==> src/rtl/fetch_stage.sv <==
// -----------------------------------------------------------------------------
// fetch_stage
//
// Instruction fetch stage of the 16-bit pipeline. Owns the program counter,
// reads one instruction word per cycle from a combinational instruction
// memory and loads the IF/ID pipeline register. Two-word LDM instructions are
// assembled here: the opcode word is parked in hold_q while a bubble goes to
// decode, and the following word is attached as the immediate.
//
// Optional feature (compile-time macro FETCH_RESET_VECTOR_EN):
//   When defined, reset first reads a 32-bit start address from memory
//   words 0 (high half) and 1 (low half) before normal fetching begins.
//   When undefined, fetching starts directly at PC = 0.
//
// Parameters:
//   PC_W      program counter / instruction address width (words)
//   NOP_WORD  instruction word presented to decode on a bubble
//   LDM_OPC   opcode (inst[15:11]) of the two-word LDM instruction
//
// Ports:
//   clk          clock, all state changes on the rising edge
//   rst          synchronous active-high reset
//   pc_enable    0 holds the PC and inserts bubbles (halt)
//   stall        1 freezes PC, fetch state and IF/ID
//   flush        discards IF/ID content and any pending LDM
//   jump_taken   redirect request from execute
//   jump_target  redirect address
//   imem_addr    instruction memory word address (the PC)
//   imem_data    instruction word at imem_addr
//   if_inst      IF/ID instruction word
//   if_imm       IF/ID immediate (meaningful only for LDM)
//   if_pc_next   address after the last word of the IF/ID instruction
//   if_valid     IF/ID holds a real instruction
// -----------------------------------------------------------------------------
module fetch_stage #(
    parameter int          PC_W     = 32,
    parameter logic [15:0] NOP_WORD = 16'h4000,
    parameter logic [4:0]  LDM_OPC  = 5'b10001
) (
    input  logic            clk,
    input  logic            rst,
    input  logic            pc_enable,
    input  logic            stall,
    input  logic            flush,
    input  logic            jump_taken,
    input  logic [PC_W-1:0] jump_target,
    output logic [PC_W-1:0] imem_addr,
    input  logic [15:0]     imem_data,
    output logic [15:0]     if_inst,
    output logic [15:0]     if_imm,
    output logic [PC_W-1:0] if_pc_next,
    output logic            if_valid
);

    typedef enum logic [1:0] {
        VEC_HI = 2'd0,
        VEC_LO = 2'd1,
        RUN    = 2'd2,
        IMM    = 2'd3
    } fetch_state_t;

`ifdef FETCH_RESET_VECTOR_EN
    localparam fetch_state_t RESET_STATE = VEC_HI;
`else
    localparam fetch_state_t RESET_STATE = RUN;
`endif

    fetch_state_t    state_q, state_d;
    logic [PC_W-1:0] pc_q, pc_d;
    logic [15:0]     hold_q, hold_d;
    logic [15:0]     inst_q, inst_d;
    logic [15:0]     imm_q, imm_d;
    logic [PC_W-1:0] pc_next_q, pc_next_d;
    logic            valid_q, valid_d;
    logic [PC_W-1:0] pc_inc;
    logic            is_ldm;

    assign pc_inc    = pc_q + {{(PC_W-1){1'b0}}, 1'b1};
    assign is_ldm    = (imem_data[15:11] == LDM_OPC);
    assign imem_addr = pc_q;

    assign if_inst    = inst_q;
    assign if_imm     = imm_q;
    assign if_pc_next = pc_next_q;
    assign if_valid   = valid_q;

`ifdef FETCH_RESET_VECTOR_EN
    logic [15:0]     pc_hi_q, pc_hi_d;
    logic [31:0]     vec_word;
    logic [PC_W-1:0] vec_pc;

    assign vec_word = {pc_hi_q, imem_data};

    // The start address is taken from the upper PC_W bits of the 32-bit
    // vector; narrower or wider PCs are handled at elaboration time.
    generate
        if (PC_W <= 32) begin : g_vec_narrow
            assign vec_pc = vec_word[31 -: PC_W];
        end else begin : g_vec_wide
            assign vec_pc = {{(PC_W-32){1'b0}}, vec_word};
        end
    endgenerate
`endif

    // Next-state and IF/ID computation. Everything holds by default; each
    // event then overrides only what it changes. A bubble leaves
    // if_pc_next untouched so the last return address stays visible.
    always_comb begin
        state_d   = state_q;
        pc_d      = pc_q;
        hold_d    = hold_q;
        inst_d    = inst_q;
        imm_d     = imm_q;
        pc_next_d = pc_next_q;
        valid_d   = valid_q;
`ifdef FETCH_RESET_VECTOR_EN
        pc_hi_d   = pc_hi_q;
`endif

        case (state_q)
`ifdef FETCH_RESET_VECTOR_EN
            VEC_HI: begin
                pc_hi_d = imem_data;
                pc_d    = {{(PC_W-1){1'b0}}, 1'b1};
                state_d = VEC_LO;
                inst_d  = NOP_WORD;
                imm_d   = 16'h0000;
                valid_d = 1'b0;
            end
            VEC_LO: begin
                pc_d    = vec_pc;
                state_d = RUN;
                inst_d  = NOP_WORD;
                imm_d   = 16'h0000;
                valid_d = 1'b0;
            end
`endif
            default: begin
                if (jump_taken) begin
                    pc_d    = jump_target;
                    state_d = RUN;
                    hold_d  = 16'h0000;
                    inst_d  = NOP_WORD;
                    imm_d   = 16'h0000;
                    valid_d = 1'b0;
                end else if (flush) begin
                    state_d = RUN;
                    hold_d  = 16'h0000;
                    inst_d  = NOP_WORD;
                    imm_d   = 16'h0000;
                    valid_d = 1'b0;
                    if (!stall && pc_enable) begin
                        pc_d = pc_inc;
                    end
                end else if (stall) begin
                    state_d = state_q;
                end else if (!pc_enable) begin
                    inst_d  = NOP_WORD;
                    imm_d   = 16'h0000;
                    valid_d = 1'b0;
                end else if (state_q == IMM) begin
                    pc_d      = pc_inc;
                    inst_d    = hold_q;
                    imm_d     = imem_data;
                    pc_next_d = pc_inc;
                    valid_d   = 1'b1;
                    state_d   = RUN;
                end else if (is_ldm) begin
                    pc_d    = pc_inc;
                    hold_d  = imem_data;
                    inst_d  = NOP_WORD;
                    imm_d   = 16'h0000;
                    valid_d = 1'b0;
                    state_d = IMM;
                end else begin
                    pc_d      = pc_inc;
                    inst_d    = imem_data;
                    imm_d     = 16'h0000;
                    pc_next_d = pc_inc;
                    valid_d   = 1'b1;
                end
            end
        endcase
    end

    // State register. Reset wins over every other input and abandons any
    // LDM that is waiting for its immediate.
    always_ff @(posedge clk) begin
        if (rst) begin
            state_q   <= RESET_STATE;
            pc_q      <= '0;
            hold_q    <= 16'h0000;
            inst_q    <= NOP_WORD;
            imm_q     <= 16'h0000;
            pc_next_q <= '0;
            valid_q   <= 1'b0;
`ifdef FETCH_RESET_VECTOR_EN
            pc_hi_q   <= 16'h0000;
`endif
        end else begin
            state_q   <= state_d;
            pc_q      <= pc_d;
            hold_q    <= hold_d;
            inst_q    <= inst_d;
            imm_q     <= imm_d;
            pc_next_q <= pc_next_d;
            valid_q   <= valid_d;
`ifdef FETCH_RESET_VECTOR_EN
            pc_hi_q   <= pc_hi_d;
`endif
        end
    end

endmodule

==> config.mk <==
export PLATFORM = sky130hd
export DESIGN_NAME = fetch_stage
export DESIGN_NICKNAME = d
export VERILOG_FILES = /design/src/rtl/fetch_stage.sv
export SDC_FILE = /design/constraint.sdc
export NUM_CORES = 1
export LEC_CHECK = 0
export ABC_AREA = 1
export BUFFER_PORTS_ARGS = -buffer_cell sky130_fd_sc_hd__buf_2
export CAP_MARGIN = 0
export CORE_ASPECT_RATIO = 0.9
export CORE_UTILIZATION = 50
export CTS_CLUSTER_DIAMETER = 120
export CTS_CLUSTER_SIZE = 30
export DETAILED_ROUTE_END_ITERATION = 12
export PLACE_DENSITY = 0.8
export SKIP_CTS_REPAIR_TIMING = 1
export SYNTH_ARGS = -nofsm -noshare
export SYNTH_HDL_FRONTEND = slang
export SYNTH_SLANG_ARGS = --single-unit
==> constraint.sdc <==
create_clock -name clk -period 1.8 [get_ports clk]
set_input_delay 0.18 -clock clk [delete_from_list [all_inputs] [get_ports clk]]
set_output_delay 0.18 -clock clk [all_outputs]
set_load 0.005 [all_outputs]
# Word-level counts from Yosys, hierarchy flattened
# Index checks and enable logic that the tools add are counted.
# totals
register_bits	115
elab_cells	43
# classes
n_addsub	1
eq_ne	5
n_mux	17
n_bitwise	4
reduce_logical	9
# op_table
cell	count
$mux W32	7
$mux W16	5
$add A32 B1 Y32 const B	1
$ne A3 B1 Y1 const B	2
$reduce_and A3 Y1	2
$eq A5 B5 Y1 const B	1
$reduce_and A5 Y1	1
$mux W2	2
$not A1 Y1	4
$reduce_and A4 Y1	1
$mux W1	3
$reduce_bool A3 Y1	1
$reduce_or A3 Y1	1
$eq A2 B2 Y1 const B	1
$ne A2 B1 Y1 const B	1
$reduce_bool A2 Y1	1
$logic_and A1 B1 Y1	1
$logic_not A1 Y1	1

# Logic depth before layout (Yosys ltp)
# Gate-level depths: netlist (run 1).
# logic_depth
word_depth	5
mapped_depth	12
depth_no_buf	11

# Least setup slack after synthesis (run 1)
# Ideal clock, no wire load.
# synth_path
path_type	reg2reg
from	register pc_q[1] (netlist: imem_addr[1])
to	register pc_q[24] (netlist: imem_addr[24])
arrival_time_ns	1.362
required_ns	1.669
slack_ns	0.308
stages_incl_launch_ff	11
path_buffers	0
period_less_slack_ns	1.492
cell_sequence	dfxtp_1 > ha_1 > nand2_2 > nor2_4 > nand2_4 > nor2_4 > nand2_1 > nand2_1 > nand2_1 > nand2_1 > a21oi_2
# synth_between
elab_chain_cells	5
# synth_rtl
element	line_no	rtl
start, declared	69	logic [PC_W-1:0] pc_q, pc_d;
start signal, assigned	202	pc_q <= pc_d;
$add A32 B1 Y32 (*)	78	assign pc_inc = pc_q + {{(PC_W-1){1'b0}}, 1'b1};
$mux W32	157	end else if (!pc_enable) begin
$mux W32	155	end else if (stall) begin
$mux W32 (*)	146	end else if (flush) begin
$mux W32 (*)	139	if (jump_taken) begin
# Every way passes the cells marked *; elsewhere a longest branch is shown, timed or not. The select of a mux whose other input is x is not followed.
# A chain may end at the register's enable or synchronous reset.

# Final worst setup path (run 1)
# layout_path
from	register pc_q[0] (netlist: imem_addr[0])
to	register pc_q[18] (netlist: imem_addr[18])
# The elaborated chain is that of the path after synthesis.

==> results of run 1 <==
==> final cells by class <==
class / count / area (sq um)
Sequential cell: 114 / 2280
Fill cell: 953 / 3740
Clock buffer: 19 / 453
Timing Repair Buffer: 170 / 913
Inverter: 100 / 375
Tap cell: 133 / 166
Clock inverter: 12 / 159
Multi-Input combinational cell: 558 / 2720
==> synthesized netlist by cell type, types with 3 or more instances <==
master / instances / share of area [%]
sky130_fd_sc_hd__a31oi_1: 19 / 2.1
sky130_fd_sc_hd__a21oi_2: 4 / 0.63
sky130_fd_sc_hd__nor2_4: 8 / 1.6
sky130_fd_sc_hd__buf_4: 5 / 0.67
sky130_fd_sc_hd__nand3_1: 33 / 3.0
sky130_fd_sc_hd__o21ai_0: 34 / 3.1
sky130_fd_sc_hd__a21oi_1: 70 / 6.3
sky130_fd_sc_hd__nand2_1: 253 / 17
sky130_fd_sc_hd__xor2_1: 8 / 1.3
sky130_fd_sc_hd__xnor2_1: 4 / 0.63
sky130_fd_sc_hd__dfxtp_1: 114 / 41
sky130_fd_sc_hd__nand2_4: 4 / 0.81
sky130_fd_sc_hd__xor2_2: 3 / 0.88
sky130_fd_sc_hd__buf_2: 15 / 1.3
sky130_fd_sc_hd__nand4_1: 15 / 1.7
sky130_fd_sc_hd__inv_2: 5 / 0.34
sky130_fd_sc_hd__a22o_1: 5 / 0.79
sky130_fd_sc_hd__nor2_8: 3 / 1.1
sky130_fd_sc_hd__buf_1: 3 / 0.20
sky130_fd_sc_hd__clkbuf_1: 16 / 1.1
sky130_fd_sc_hd__inv_1: 95 / 6.4
sky130_fd_sc_hd__nand2_2: 6 / 0.67
sky130_fd_sc_hd__nor2_1: 76 / 5.1
==> through the flow <==
step / std cells / hold WS [ps] / instance area (sq um)
global placement: 1074 / 438 / 6440
detailed placement: 1074 / 439 / 6440
global route: 1106 / 34.9 / 7070
floorplan: 812 / 315 / 5560
finish: 1106 / 27.9 / 7070
CTS: 1105 / 20.1 / 7050
==> metal layers <==
| metal | vias up | wire, um |
|---|---|---|
| met5 | - | 0 |
| met4 | 0 | 266 |
| met3 | 21 | 1340 |
| met2 | 281 | 7200 |
| met1 | 2569 | 7010 |
| li1 | 2865 | - |
==> sequential cells by signal, summed over array words and instances, names as in the netlist <==
name / flops
hold_q: 16
if_imm: 16
if_inst: 16
if_pc_next: 32
if_valid: 1
imem_addr: 32
state_q: 1
==> power by group through the flow <==
| stage | clock (W) | combinational [W] | sequential, W |
|---|---|---|---|
| after detailed placement | 0 | 0.000522 | 0.00271 |
| after global routing | 0.00362 | 0.000592 | 0.00267 |
| after CTS | 0.00349 | 0.000527 | 0.00266 |
| after floorplan | 0 | 0.000287 | 0.00271 |
| final | 0.00348 | 0.000531 | 0.00267 |
| after global placement | 0 | 0.000514 | 0.00272 |
==> kinds of logic after synthesis <==
kind of cell | count (synthesis)
AND/OR/NAND/NOR | 404
buffers and inverters | 140
AO/OA/AOI/OAI | 138
flip-flops | 114
XOR/XNOR | 15
adder cells (fa/ha/maj) | 1
==> worst reg2reg max path, cell delays in order, from the launching register on <==
cell	delay (ps)
sky130_fd_sc_hd__dfxtp_2	360
sky130_fd_sc_hd__ha_2	210
sky130_fd_sc_hd__nand2_2	70
sky130_fd_sc_hd__nor2_4	220
sky130_fd_sc_hd__nand3_2	170
sky130_fd_sc_hd__o21ai_1	230
sky130_fd_sc_hd__nand2_1	80
sky130_fd_sc_hd__a21oi_1	130
sky130_fd_sc_hd__nor2_1	50
==> final timing paths <==
| kind | depth (start not counted) | end |
|---|---|---|
| worst max-delay path | 8 | imem_addr[18] |
| worst min-delay path | 3 | if_imm[14] |
| worst max register to register | 8 | imem_addr[18] |
| worst min register to register | 2 | hold_q[12] |
==> results.py, run 1 <==
metrics = {
    "outcome": {
        "status": "finished clean",
    },
    "yosys": {
        "synth_enable_flop_cells": 0,
        "dominant_combinational_cell_family_by_area_after_synthesis": "simple AND/OR/NAND/NOR gates",
        "postSynthNetCount": 867,
        "adder_cell_fraction_of_synth_area_pct": 0.225,
        "synth.distinct_cells": 35,
        "synthMuxAreaShare_pct": 0,
        "synth.avg_cell_area_sq_um": 6.85,
        "ys.warnings.count": 0,
        "postSynth.asyncResetShare_pct": 0,
        "mappedNetlistArea_sq_um": 5560,
        "compound_cell_area_share_of_the_yosys_netlist_pct": 13.7,
        "synthXorXnorAreaFrac_pct": 2.77,
        "synth_seq_area_share_pct": 41.0,
        "synth-simple-area-share_pct": 32.0,
        "synth_top_flop_cell": "sky130_fd_sc_hd__dfxtp_1",
        "synthCells": 812,
        "synth.ff_latch_count": 114,
    },
    "setup_path": {
        "timing.critical_path.from_type": "flop",
        "timing.critical_path.slowest_cell_delay_ps": 360,
        "path_cells": "ha_2, nand2_2, nor2_4, nand3_2, o21ai_1, nand2_1, a21oi_1, nor2_1",
        "reg2reg_from": "imem_addr[0]",
        "timing.critical_path.max_delay_family": "simple AND/OR/NAND/NOR gates",
        "critical_path.endpoint_type": "flop",
        "reg2reg_slack_ps": 160,
        "data_arrival_at_the_endpoint_of_the_critical_path_ps": 1920,
        "path_buf_inv": 0,
        "worstSetupPathType": "flop to flop",
        "path_max_fanout": 4,
        "critical_path_required_ps": 2080,
        "crit_start": "imem_addr[0]",
        "cpMaxStageDelayCell": "sky130_fd_sc_hd__dfxtp_2",
    },
    "cells_and_area": {
        "drive_gt1_share_pct": 24.8,
        "layout-area-overhead-vs-synth_pct": 27.0,
        "count_of_inserted_antenna_diode_cells": 0,
        "layout.nets": 1016,
        "finish.utilization_pct": 65.4,
        "layout.cells.most_common": "sky130_fd_sc_hd__nand2_1",
        "mostFrequentLayoutCells": "sky130_fd_sc_hd__nand2_1 (253), sky130_fd_sc_hd__buf_2 (150), sky130_fd_sc_hd__dfxtp_1 (112)",
    },
    "die": {
        "design.die.area_sq_um": 11600,
        "initial_utilization_pct": 51.5,
        "design.core.area_sq_um": 10800,
        "die_h_um": 102,
        "dieWidth_um": 113,
        "site_rows": 36,
        "boundaryPins": 151,
    },
    "pwr": {
        "share_clk_of_total_power_pct": 52.1,
        "power_report.internal_total_w": 0.00505,
        "worst_ir_drop_vdd_uv": 706,
        "switching_share_pct": 24.4,
        "p_leak_nw": 3.32,
        "net-switching-power_w": 0.00163,
        "seq_power_share_pct": 39.9,
        "pwr_density_cell_nw_per_um2": 944,
        "power_frac_comb_pct": 8.0,
        "tot_pwr_w": 0.00667,
    },
    "sta": {
        "slew_violations": 0,
        "hold_viol_final": 0,
        "fin_setup_tns_ps": 0,
        "fmax_mhz": 609,
        "max_slew_margin_pct": 55.4,
        "final.period_utilization_pct": 91.2,
        "grt_setup_unrepaired": "no",
        "layout_min_cycle_time_ps": 1640,
        "clock_skew_ps": 6.70,
        "worst_pin_slew_ps": 669,
        "total_setup_violations_reported_at_the_end_of_the_flow": 0,
        "layout_setup_ws_ps": 158,
    },
    "clock_tree": {
        "clk_latency_ps": 410,
        "cts_buffers": 17,
        "clock-sinks": 114,
        "clock_path_buffers": 2,
        "tritoncts": "built",
        "path_clk_slew_ps": 60,
        "cts_root_buf": "sky130_fd_sc_hd__clkbuf_16",
        "h_tree_lvls": 4,
    },
    "global_route": {
        "grt_antenna_before_repair": 0,
        "grt_use_met2_pct": 45.2,
        "gr-usage-met3_pct": 7.12,
        "overflow": 0,
        "grt_use_met1_pct": 36.9,
        "first_global_vias": 5201,
        "grt_start_max_net_pins": 60,
        "grt_usage_pct": 28.3,
        "grt_pass1_wl_mm": 25.4,
        "grt-busiest-layer": "met2",
    },
    "route": {
        "drt_drc_violations_left": 0,
        "post_drt_via_cell_ratio": 5.19,
        "ant_nets": 0,
        "route.final.wire_length_mm": 15.8,
        "dr.pass1.iters": 5,
        "dr_total_vias": 5736,
        "routed_len_inst_um": 14.3,
        "detail_route.iter0.violations": 496,
    },
    "place": {
        "globalplace.congestion": 0.923,
        "port_buffers": 150,
        "pre_cts_slack_ps": 113,
        "place.detailed.hpwl_mm": 10.7,
    },
    "min_path": {
        "startpoint_of_the_worst_hold_path": "imem_data[14]",
        "worst_min_delay_path_class": "primary input to flop",
    },
    "job": {
        "maxCapViolations": 0,
    },
}
(Power assumes the default switching activity.)
==> run 2, diff against run 1 <==
--- a/config.mk
+++ b/config.mk
@@ -9,10 +9,12 @@
 export BUFFER_PORTS_ARGS = -buffer_cell sky130_fd_sc_hd__buf_2
 export CAP_MARGIN = 0
 export CORE_ASPECT_RATIO = 0.9
+export CORE_MARGIN = 10
 export CORE_UTILIZATION = 50
 export CTS_CLUSTER_DIAMETER = 120
 export CTS_CLUSTER_SIZE = 30
 export DETAILED_ROUTE_END_ITERATION = 12
+export GPL_ROUTABILITY_DRIVEN = 0
 export PLACE_DENSITY = 0.8
 export SKIP_CTS_REPAIR_TIMING = 1
 export SYNTH_ARGS = -nofsm -noshare
==> results.py, run 2 (synthesis gave the netlist of run 1 again) <==
metrics = {
    "setup_path": {
        "data_arrival_at_the_endpoint_of_the_critical_path_ps": 2060,
        "path_cells": "nand2_1, nor2_2, nand2_1, nor2_1, nand2_1, nand2_1, nand3_1, nand2_1, inv_1",
        "critical_path_required_ps": 2110,
        "timing.critical_path.slowest_cell_delay_ps": 480,
        "timing.critical_path.from_type": "flop",
        "critical_path.endpoint_type": "flop",
        "cp_common_cell": "sky130_fd_sc_hd__nand2_1",
        "path_buf_inv": 1,
        "path_max_fanout": 5,
        "timing.critical_path.max_delay_family": "simple AND/OR/NAND/NOR gates",
        "reg2reg_slack_ps": 50,
        "worstSetupPathType": "flop to flop",
        "cpMaxStageDelayCell": "sky130_fd_sc_hd__dfxtp_1",
    },
    "clock_tree": {
        "clock-sinks": 114,
        "tritoncts": "built",
        "path_clk_slew_ps": 60,
        "clock_path_buffers": 2,
        "cts_buffers": 17,
        "cts_root_buf": "sky130_fd_sc_hd__clkbuf_16",
        "h_tree_lvls": 4,
        "clk_latency_ps": 420,
    },
    "route": {
        "post_drt_via_cell_ratio": 5.08,
        "route.final.wire_length_mm": 17.0,
        "drt_drc_violations_left": 0,
        "routed_len_inst_um": 15.1,
        "detail_route.iter0.violations": 573,
        "dr.pass1.iters": 5,
        "ant_nets": 0,
        "dr_total_vias": 5715,
    },
    "sta": {
        "clock_skew_ps": 6.94,
        "worst_pin_slew_ps": 667,
        "total_setup_violations_reported_at_the_end_of_the_flow": 0,
        "slew_violations": 0,
        "grt_setup_unrepaired": "yes",
        "hold_viol_final": 0,
        "final.period_utilization_pct": 97.2,
        "fmax_mhz": 571,
        "layout_min_cycle_time_ps": 1750,
        "max_slew_margin_pct": 55.5,
    },
    "global_route": {
        "grt_pass1_wl_mm": 27.5,
        "overflow": 0,
        "grt_usage_pct": 20.9,
        "grt_start_max_net_pins": 60,
        "first_global_vias": 5644,
        "grt_antenna_before_repair": 0,
    },
    "cells_and_area": {
        "layout-area-overhead-vs-synth_pct": 27.1,
        "count_of_inserted_antenna_diode_cells": 0,
        "layout.cells.most_common": "sky130_fd_sc_hd__nand2_1",
        "finalNonFillerCells": 1126,
        "multi_input_comb_area_sq_um": 2730,
        "sequential_cell_area_sq_um": 2280,
        "layout.nets": 1016,
        "mostFrequentLayoutCells": "sky130_fd_sc_hd__nand2_1 (253), sky130_fd_sc_hd__buf_2 (150), sky130_fd_sc_hd__dfxtp_1 (113)",
        "drive_gt1_share_pct": 25.1,
        "postLayoutCellArea_sq_um": 7070,
        "fillers": 979,
    },
    "die": {
        "design.die.area_sq_um": 15800,
        "dieWidth_um": 131,
        "site_rows": 36,
        "boundaryPins": 151,
        "initial_utilization_pct": 51.2,
        "die_h_um": 120,
        "design.core.area_sq_um": 10900,
    },
    "place": {
        "placed_cells": 1093,
        "place.detailed.hpwl_mm": 12.1,
        "postPlaceCellArea_sq_um": 6470,
        "port_buffers": 150,
    },
    "pwr": {
        "pwr_density_cell_nw_per_um2": 919,
        "p_leak_nw": 3.29,
        "worst_ir_drop_vdd_uv": 539,
    },
    "outcome": {
        "status": "finished clean",
    },
    "job": {
        "maxCapViolations": 0,
    },
    "min_path": {
        "worst_min_delay_path_class": "primary input to flop",
    },
}
==> run 2: changes by cell type in the layout (fill, tap and decap cells not counted), sizes merged <==
| cell | delta |
|---|---|
| clkinv | -3 |
| clkinvlp | +2 |
| bufinv | -2 |
| inv | +4 |
==> run 2: metrics by stage <==
step / power (W) / setup TNS [ps] / hold slack [ps] / utilization [%] / worst slack (ps)
after floorplan: 0.00300 / 0 / 315 / - / 308
after global placement: 0.00323 / 0 / 430 / 59.6 / 144
after CTS: 0.00650 / 0 / 15.9 / 64.9 / 74.2
after detailed placement: 0.00324 / 0 / 432 / 59.6 / 99.5
after global routing: 0.00667 / -77.4 / 19.7 / 65.1 / -72.2
final: 0.00649 / 0 / 25.5 / 65.1 / 49.9
==> run 2: layout make-up <==
class | count | area share (%)
inverters | 100 | 5.31
repair buffers | 170 | 12.9
clock buffers | 19 | 6.41
multi-input cells | 558 | 38.6
well taps | 152 | 2.69
clock inverters | 13 | 1.79
flip-flops and latches | 114 | 32.3
==> run 2: worst reg2reg max path, cell delays in order, from the launching register on <==
cell	delay, ps
sky130_fd_sc_hd__dfxtp_1	480
sky130_fd_sc_hd__nand2_1	180
sky130_fd_sc_hd__nor2_2	240
sky130_fd_sc_hd__nand2_1	130
sky130_fd_sc_hd__nor2_1	170
sky130_fd_sc_hd__nand2_1	90
sky130_fd_sc_hd__nand2_1	100
sky130_fd_sc_hd__nand3_1	120
sky130_fd_sc_hd__nand2_1	110
sky130_fd_sc_hd__inv_1	40
==> run 2: path summary, 6_finish.rpt <==
kind | startpoint | to | cells past startpoint
min | imem_data[14] | if_imm[14] | 3
min reg2reg | hold_q[14] | hold_q[14] | 2
max | imem_addr[14] | if_pc_next[26] | 9
max reg2reg | imem_addr[14] | if_pc_next[26] | 9
==> run 2: routing by layer <==
metal  GRT usage, %  vias to the layer above  part of all wire (%)
met2           33.1                      240                    44
met5              0                        -                     0
met1           26.1                     2575                    46
li1               -                     2873                     -
met3           6.67                       27                   8.2
met4           7.79                        0                   2.0
==> run 2: where the power goes <==
part	leakage [nW]	switching (W)	internal (W)
Combinational	2.09	0.000322	0.000208
Clock	0.273	0.00131	0.00199
Sequential	0.927	0.0000756	0.00259
Total	3.29	0.00170	0.00479
==> run 3, diff against run 2 <==
--- a/config.mk
+++ b/config.mk
@@ -6,16 +6,16 @@
 export NUM_CORES = 1
 export LEC_CHECK = 0
 export ABC_AREA = 1
-export BUFFER_PORTS_ARGS = -buffer_cell sky130_fd_sc_hd__buf_2
-export CAP_MARGIN = 0
+export CAP_MARGIN = 30
 export CORE_ASPECT_RATIO = 0.9
 export CORE_MARGIN = 10
 export CORE_UTILIZATION = 50
 export CTS_CLUSTER_DIAMETER = 120
 export CTS_CLUSTER_SIZE = 30
 export DETAILED_ROUTE_END_ITERATION = 12
+export DONT_BUFFER_PORTS = 1
 export GPL_ROUTABILITY_DRIVEN = 0
-export PLACE_DENSITY = 0.8
+export PLACE_DENSITY = 0.68
 export SKIP_CTS_REPAIR_TIMING = 1
 export SYNTH_ARGS = -nofsm -noshare
 export SYNTH_HDL_FRONTEND = slang
==> results.py, run 3 (synthesis gave the netlist of run 1 again) <==
metrics = {
    "outcome": {
        "status": "finished with violations",
        "failed_checks": "negative hold slack",
    },
    "die": {
        "initial_utilization_pct": 51.2,
        "die_h_um": 120,
        "design.core.area_sq_um": 10900,
        "dieWidth_um": 131,
        "design.die.area_sq_um": 15800,
        "site_rows": 36,
        "boundaryPins": 151,
    },
    "pwr": {
        "pwr_density_cell_nw_per_um2": 974,
        "p_leak_nw": 2.75,
        "share_clk_of_total_power_pct": 51.8,
        "power_frac_comb_pct": 7.1,
        "worst_ir_drop_vdd_uv": 828,
        "power_report.internal_total_w": 0.00506,
        "net-switching-power_w": 0.00148,
        "seq_power_share_pct": 41.1,
        "switching_share_pct": 22.6,
    },
    "cells_and_area": {
        "layout-area-overhead-vs-synth_pct": 20.6,
        "count_of_inserted_antenna_diode_cells": 0,
        "mostFrequentLayoutCells": "sky130_fd_sc_hd__nand2_1 (253), sky130_fd_sc_hd__dfxtp_1 (114), sky130_fd_sc_hd__inv_1 (95)",
        "fillers": 966,
        "layout.cells.most_common": "sky130_fd_sc_hd__nand2_1",
        "drive_gt1_share_pct": 10.4,
        "layout.nets": 903,
    },
    "route": {
        "detailroute.wirelength.met3_mm": 2.05,
        "dr_total_vias": 5506,
        "wl_met1_mm": 7.27,
        "ant_nets": 0,
        "drt_drc_violations_left": 0,
        "top_layer": "met4",
        "route.final.wire_length_mm": 17.7,
        "routed_len_inst_um": 17.5,
        "detail_route.iter0.violations": 482,
        "dr_wl_met2_mm": 7.89,
        "post_drt_via_cell_ratio": 5.45,
        "dr.pass1.iters": 7,
    },
    "setup_path": {
        "path_max_fanout": 5,
        "timing.critical_path.from_type": "flop",
        "critical_path.endpoint_type": "flop",
        "reg2reg_from": "imem_addr[0]",
        "crit_start": "imem_addr[0]",
        "worstSetupPathType": "flop to flop",
        "data_arrival_at_the_endpoint_of_the_critical_path_ps": 1970,
        "critical_path_required_ps": 2150,
        "reg2reg_slack_ps": 180,
    },
    "clock_tree": {
        "path_clk_slew_ps": 50,
        "cts_root_buf": "sky130_fd_sc_hd__clkbuf_16",
        "clock_path_buffers": 2,
        "tritoncts": "built",
        "clock-sinks": 114,
        "cts_buffers": 17,
        "h_tree_lvls": 4,
        "clk_latency_ps": 420,
    },
    "sta": {
        "slew_violations": 0,
        "final.hold.worst_slack_ps": -34.7,
        "fin_setup_tns_ps": 0,
        "fmax_mhz": 617,
        "max_slew_margin_pct": 59.3,
        "clock_skew_ps": 6.61,
        "worst_pin_slew_ps": 610,
        "final.period_utilization_pct": 90.1,
        "grt_setup_unrepaired": "no",
        "hold_viol_final": 3,
        "layout_min_cycle_time_ps": 1620,
        "total_setup_violations_reported_at_the_end_of_the_flow": 0,
    },
    "place": {
        "place.detailed.hpwl_mm": 12.4,
        "port_buffers": 0,
    },
    "global_route": {
        "first_global_vias": 5074,
        "overflow": 0,
        "grt_pass1_wl_mm": 26.8,
        "grt_usage_pct": 21.2,
        "grt_antenna_before_repair": 0,
        "grt_start_max_net_pins": 61,
    },
    "min_path": {
        "worst_min_delay_path_class": "primary input to flop",
        "startpoint_of_the_worst_hold_path": "imem_data[8]",
    },
    "job": {
        "maxCapViolations": 0,
    },
}
==> run 3: cell count changes in the layout (fill, tap and decap cells not counted), moves of 3 or more <==
cell,before,now
sky130_fd_sc_hd__buf_2,150,0
sky130_fd_sc_hd__clkbuf_8,2,7
sky130_fd_sc_hd__clkinv_4,3,0
sky130_fd_sc_hd__clkinvlp_4,4,0
sky130_fd_sc_hd__dlygate4sd3_1,0,34
sky130_fd_sc_hd__inv_6,4,0
==> run 3: final timing paths <==
| check | endpoint | cells past startpoint |
|---|---|---|
| setup / recovery | imem_addr[20] | 9 |
| hold / removal | if_inst[8] | 2 |
| hold reg to reg | hold_q[14] | 2 |
| setup reg to reg | imem_addr[20] | 9 |
==> run 3: worst max-delay path, cell delays in order, from the launching register on <==
cell and delay [ps]:
sky130_fd_sc_hd__dfxtp_1 340, sky130_fd_sc_hd__ha_1 210, sky130_fd_sc_hd__nand2_2 80, sky130_fd_sc_hd__nor2_4 200, sky130_fd_sc_hd__nand2_4 110, sky130_fd_sc_hd__nor2_4 220, sky130_fd_sc_hd__nand3_1 130, sky130_fd_sc_hd__nand2_1 80
sky130_fd_sc_hd__nand2_1 60, sky130_fd_sc_hd__a21oi_2 120
==> run 3: cell type report <==
cell class | count | area (sq um) | area share [%]
clock inverters | 4 | 70.1 | 1.04
well taps | 152 | 190 | 2.84
inverters | 100 | 375 | 5.60
clock buffers | 26 | 529 | 7.89
multi-input cells | 558 | 2720 | 40.5
flip-flops and latches | 114 | 2280 | 34.0
repair buffers | 57 | 546 | 8.13
==> run 3: power by group through the flow <==
stage	clock, W	sequential (W)	combinational (W)
after floorplan	0	0.00271	0.000287
after global placement	0	0.00274	0.000331
after detailed placement	0	0.00274	0.000340
after CTS	0.00342	0.00269	0.000343
after global routing	0.00354	0.00269	0.000513
final	0.00339	0.00269	0.000462
==> run 3: layer usage <==
metal  GRT usage (%)  vias up
met5               0        -
met4            10.2        0
met3            10.1       46
met2            32.0      270
met1            24.8     2548
li1                -     2642
==> run 3: per-stage QoR <==
stage | instance area (sq um) | instances | utilization, % | setup WS [ps] | power, W
2_1_floorplan | 5560 | 812 | - | 308 | 0.00300
3_3_place_gp | 5720 | 945 | 52.7 | 205 | 0.00307
3_5_place_dp | 5720 | 945 | 52.7 | 158 | 0.00308
4_1_cts | 6320 | 975 | 58.2 | 146 | 0.00646
5_1_grt | 6710 | 1011 | 61.8 | 4.38 | 0.00675
6_report | 6710 | 1011 | 61.8 | 178 | 0.00654
